File: src/rtl/fifo_xfer_sched.sv
// SCSI/host FIFO transfer scheduler with registered strobes.
// Define FIFO_RR_ARB_EN for round-robin tie-break; default: SCSI wins ties.
module fifo_xfer_sched (
  input  logic CLK,
  input  logic RST,
  input  logic EN,
  input  logic DIR,
  input  logic SREQ,
  input  logic DREQ,
  input  logic FLUSH,
  input  logic FIFOFULL,
  input  logic FIFOEMPTY,
  input  logic BOEQ0,
  input  logic BOEQ3,
  output logic LBYTE_,
  output logic INCBO,
  output logic INCNI,
  output logic INCNO,
  output logic INCFIFO,
  output logic DECFIFO,
  output logic LLWORD,
  output logic LHWORD,
  output logic SACK,
  output logic DACK,
  output logic FLUSHDONE,
  output logic BUSY
);

  typedef enum logic [2:0] {
    IDLE, SBYTE, DRD, DWLO, DWHI, FLSH
  } state_t;

  state_t r_state;
  logic   r_lbyte_n;
  logic   r_incbo;
  logic   r_incni;
  logic   r_incno;
  logic   r_incfifo;
  logic   r_decfifo;
  logic   r_llword;
  logic   r_lhword;
  logic   r_sack;
  logic   r_dack;
  logic   r_flushdone;

  logic w_s_elig;
  logic w_h_elig;
  logic w_s_win;

  assign w_s_elig = EN && SREQ && (DIR ? !FIFOFULL : !FIFOEMPTY);
  assign w_h_elig = EN && DREQ && (DIR ? !FIFOEMPTY : !FIFOFULL);

`ifdef FIFO_RR_ARB_EN
  logic r_last_host;
  assign w_s_win = w_s_elig && (!w_h_elig || r_last_host);
`else
  assign w_s_win = w_s_elig;
`endif

  // Strobes are computed one edge ahead so they align with the state.
  always_ff @(posedge CLK) begin
    r_lbyte_n   <= 1'b1;
    r_incbo     <= 1'b0;
    r_incni     <= 1'b0;
    r_incno     <= 1'b0;
    r_incfifo   <= 1'b0;
    r_decfifo   <= 1'b0;
    r_llword    <= 1'b0;
    r_lhword    <= 1'b0;
    r_sack      <= 1'b0;
    r_dack      <= 1'b0;
    r_flushdone <= 1'b0;
    if (RST) begin
      r_state <= IDLE;
`ifdef FIFO_RR_ARB_EN
      r_last_host <= 1'b1;
`endif
    end else begin
      unique case (r_state)
        IDLE: begin
          if (EN && DIR && FLUSH) begin
            r_flushdone <= 1'b1;
            if (!BOEQ0) begin
              r_state   <= FLSH;
              r_incni   <= 1'b1;
              r_incfifo <= 1'b1;
            end
          end else if (w_s_win) begin
            r_state   <= SBYTE;
            r_incbo   <= 1'b1;
            r_sack    <= 1'b1;
            r_lbyte_n <= !DIR;
            if (BOEQ3) begin
              r_incni   <= DIR;
              r_incfifo <= DIR;
              r_incno   <= !DIR;
              r_decfifo <= !DIR;
            end
`ifdef FIFO_RR_ARB_EN
            r_last_host <= 1'b0;
`endif
          end else if (w_h_elig) begin
            if (DIR) begin
              r_state   <= DRD;
              r_incno   <= 1'b1;
              r_decfifo <= 1'b1;
              r_dack    <= 1'b1;
`ifdef FIFO_RR_ARB_EN
              r_last_host <= 1'b1;
`endif
            end else begin
              r_state  <= DWLO;
              r_llword <= 1'b1;
            end
          end
        end
        DWLO: begin
          r_state   <= DWHI;
          r_lhword  <= 1'b1;
          r_incni   <= 1'b1;
          r_incfifo <= 1'b1;
          r_dack    <= 1'b1;
`ifdef FIFO_RR_ARB_EN
          r_last_host <= 1'b1;
`endif
        end
        default: r_state <= IDLE;
      endcase
    end
  end

  assign LBYTE_    = r_lbyte_n;
  assign INCBO     = r_incbo;
  assign INCNI     = r_incni;
  assign INCNO     = r_incno;
  assign INCFIFO   = r_incfifo;
  assign DECFIFO   = r_decfifo;
  assign LLWORD    = r_llword;
  assign LHWORD    = r_lhword;
  assign SACK      = r_sack;
  assign DACK      = r_dack;
  assign FLUSHDONE = r_flushdone;
  assign BUSY      = (r_state != IDLE);

endmodule

File: config.mk
export PLATFORM = sky130hd
export DESIGN_NAME = fifo_xfer_sched
export DESIGN_NICKNAME = d
export VERILOG_FILES = /design/src/rtl/fifo_xfer_sched.sv
export SDC_FILE = /design/constraint.sdc
export NUM_CORES = 1
export LEC_CHECK = 0
export CAP_MARGIN = 10
export CORE_AREA = 2 2 39 41
export CTS_BUF_LIST = sky130_fd_sc_hd__clkbuf_16
export CTS_CLUSTER_DIAMETER = 120
export CTS_CLUSTER_SIZE = 16
export DETAILED_ROUTE_END_ITERATION = 16
export DIE_AREA = 0 0 41 43
export MAX_ROUTING_LAYER = met4
export PLACE_DENSITY = 0.7
export RECOVER_POWER = 25
export SYNTH_ARGS = -nofsm -noshare
export SYNTH_HDL_FRONTEND = slang
export SYNTH_SLANG_ARGS = --single-unit
File: constraint.sdc
create_clock -name CLK -period 1.3 [get_ports CLK]
set_input_delay 0.26 -clock CLK [delete_from_list [all_inputs] [get_ports CLK]]
set_output_delay 0.26 -clock CLK [all_outputs]
set_load 0.005 [all_outputs]
==> impl_metrics.yaml <==
outcome:
  status: "complete, but fails checks"
  violations: "negative setup slack"
detailed_routing:
  first_pass_iters: 4
  totalWireLength_um: 1220
  wire_per_inst_um: 12.1
  routed-wl-met2_um: 649
  wl_met3_um: 79
  ant_nets: 0
  drc: 0
  vias: 502
  viasPerCell: 4.97
  wl_met1_um: 476
  drt_iter0_markers: 11
  dr.max_layer_used: "met4"
floorplanning:
  num_rows: 14
  fp.dieH_um: 43
  pin_count: 23
  core_area_um2: 1380
  fp.dieW_um: 41
  dieArea_um2: 1760
  initial_core_util_pct: 35.0
timing:
  maxSlewHeadroom_pct: 82.8
  drv_slew: 0
  fin_skew_ns: 0.00154
  finalSetupViolCount: 1
  tightest_slew_ns: 0.258
  rsz0062_at_grt: "true"
  setup_slack_ns: -0.00351
  post-route-period-util_pct: 100
  min_period_ns: 1.30
  hold_violations: 0
  holdWs_ns: 0.406
  max_freq_mhz: 767
clocking:
  cts_inserted_buffers: 3
  clk_path_buf_depth: 2
  cts-root-buf: "clkbuf_16"
  clk_pin_slew_worst_paths_ns: 0.04
  hold_buffers: 0
  htree_num_levels: 1
  clk-insertion-delay-late_ns: 0.24
  cts_sinks: 11
  cts_tree: "yes"
logic_synthesis:
  ys_seq_area_share_pct: 45.5
  synthArstFlopShare_pct: 0
  synth_area_leaders: "dfxtp_1 45%, buf_4 4.7%, nor4_4 4.4%, nand3_1 3.1%, nor3_1 3.1%"
  yosys_warnings: 0
  synth_top_area_share_pct: 45.5
  synth_top_flop_cell: "dfxtp_1"
  synth_area_per_cell_um2: 10.1
  yosysUniqueCellTypes: 25
  synth_fp_nets: 59
  synth_area_leader_cell: "dfxtp_1"
  syn-cell-area_um2: 484
  ys_ff_latch: 11
  synth_edf_count: 0
  yosysMostFrequentCell: "dfxtp_1"
  synthCells: 48
  synth_commonest_cells: "11 x dfxtp_1, 4 x nand2_1, 3 x buf_4, 3 x nand3_1, 3 x nor3_1"
critical_path:
  setup.worst_path.end_class: "output port"
  crit_path_start: "r_state[2]$_SDFFE_PP0P_"
  cpPeakStageDelay_ns: 0.38
  critPathMaxFanout: 2
  rr_worst_depth: 4
  cp_slowest_cell: "or3_4"
  reg2reg_from: "r_state[2]$_SDFFE_PP0P_"
  crit_required_ns: 1.04
  crit_chain: "or3_4 -> buf_6"
  startpoint_type: "register"
  cp.arrival_ns: 1.04
  crit_type: "register to output port"
power:
  power_leakage_nw: 0.429
  swShare_pct: 19.7
  p_int_uw: 843
  p_switching_uw: 208
  total_power_mw: 1.05
  power_frac_seq_pct: 33.3
  power_density_nw_per_um2: 1180
  irDropWorstVdd_mv: 0.786
  clkPwrFrac_pct: 52.4
  power_frac_comb_pct: 14.3
place:
  gp_congestion: 0.769
  post-place-ws_ns: -0.216
  hpwl_um: 901
  io_buffers: 22
finish:
  seqCellArea_um2: 221
  layout-drive-gt1-share_pct: 30.6
  area_growth_pct: 84.0
  multi_input_area_um2: 243
  fin_nets: 97
  fillers: 117
  fin_util_pct: 64.4
  n_antenna_cell: 0
global_route:
  grt.total_usage_pct: 17.7
  grt_max_degree: 9
  antenna_found_initial: 0
  overflow: 0
  grt_pass1_vias: 476
  grt_pass1_wl_um: 1970
run:
  maxCapViolCount: 0
min_path:
  worstHoldStart: "DIR"
  hold_class: "primary input to register"
  hold_depth: 3
==> cell usage in the layout, fill, tap and decap left out <==
master,Yosys,layout
buf_4,3,15
dfxtp_1,11,10
clkdlybuf4s50_1,0,9
dlygate4sd2_1,0,7
nand2_1,4,4
clkdlybuf4s25_1,0,4
nor3_1,3,3
nand3_1,3,3
clkbuf_16,0,3
nor2b_1,2,2
nand2b_1,2,2
o22ai_1,2,2
or3_4,1,1
nor3b_2,0,1
nor4_4,1,1
and3_2,0,1
o211a_1,1,1
or3b_1,1,1
nand4_1,1,1
a21oi_1,1,1
nor3_2,1,1
o22a_1,1,1
nand4b_1,1,1
o31a_1,1,1
o21bai_1,1,1
and3b_1,1,1
mux2i_1,1,1
and3_1,2,1
a31o_2,1,1
inv_1,0,1
dlymetal6s2s_1,0,1
buf_6,0,1
dfxtp_2,0,1
==> worst max-delay path, delay by kind of cell, from the launching register on <==
family,cells,cell delay (ns)
buf+inv,1,0.12
flops,1,0.30
simple gates,1,0.38
==> per-stage QoR <==
stage / area [um^2] / std cells / TNS [ns]
6_report: 891 / 101 / -0.00351
5_1_grt: 891 / 101 / -0.0287
4_1_cts: 882 / 101 / -0.0103
3_5_place_dp: 802 / 96 / -1.41
3_3_place_gp: 802 / 96 / -1.09
2_1_floorplan: 484 / 48 / 0
==> what timing repair did <==
action,4_1_cts,5_1_grt
gates resized for setup,13,7
endpoints found under the setup margin,8,10
buffers inserted,1,0
==> flip-flops by register name (all words and copies together), names as in the netlist <==
signal and count:
SACK 1, r_state 3, LHWORD 1, DACK 1, LBYTE_ 1, INCFIFO 1, FLUSHDONE 1, LLWORD 1
DECFIFO 1
==> power groups by stage <==
stage	combinational (mW)	clock, mW	sequential [mW]
floorplan	0.0506	0	0.358
global placement	0.145	0	0.357
detailed placement	0.146	0	0.357
CTS	0.150	0.561	0.350
global route	0.163	0.584	0.351
finish	0.150	0.551	0.350
==> path summary, 6_finish.rpt <==
check	to	slack, ns
max	BUSY	-0.004
min	INCFIFO$_SDFF_PP0_	0.41
max reg2reg	DECFIFO$_SDFF_PP0_	0.09
min reg2reg	FLUSHDONE$_SDFF_PP0_	0.62
==> cells by family (layout without fill, tap and decap cells) <==
group | Yosys count | count (layout) | share of synthesized area [%]
and+or+nand+nor | 24 | 24 | 34.1
buffers and inverters | 4 | 41 | 5.68
AOI/OAI and AO/OA | 8 | 8 | 12.7
muxes | 1 | 1 | 2.07
DFF | 11 | 11 | 45.5
==> per-layer routing <==
layer	vias up	track usage, %
met3	2	9.42
met5	-	-
met1	229	17.6
li1	252	-
met4	0	6.00
met2	19	28.1
==> area by class of cell <==
| cell class | count | share of cell area [%] |
|---|---|---|
| Clock inverter | 1 | 0.421 |
| Multi-Input combinational cell | 33 | 27.2 |
| Clock buffer | 3 | 8.43 |
| Tap cell | 16 | 2.25 |
| Timing Repair Buffer | 37 | 36.8 |
| Sequential cell | 11 | 24.9 |
No activity file was read; power rests on OpenSTA's default activity.
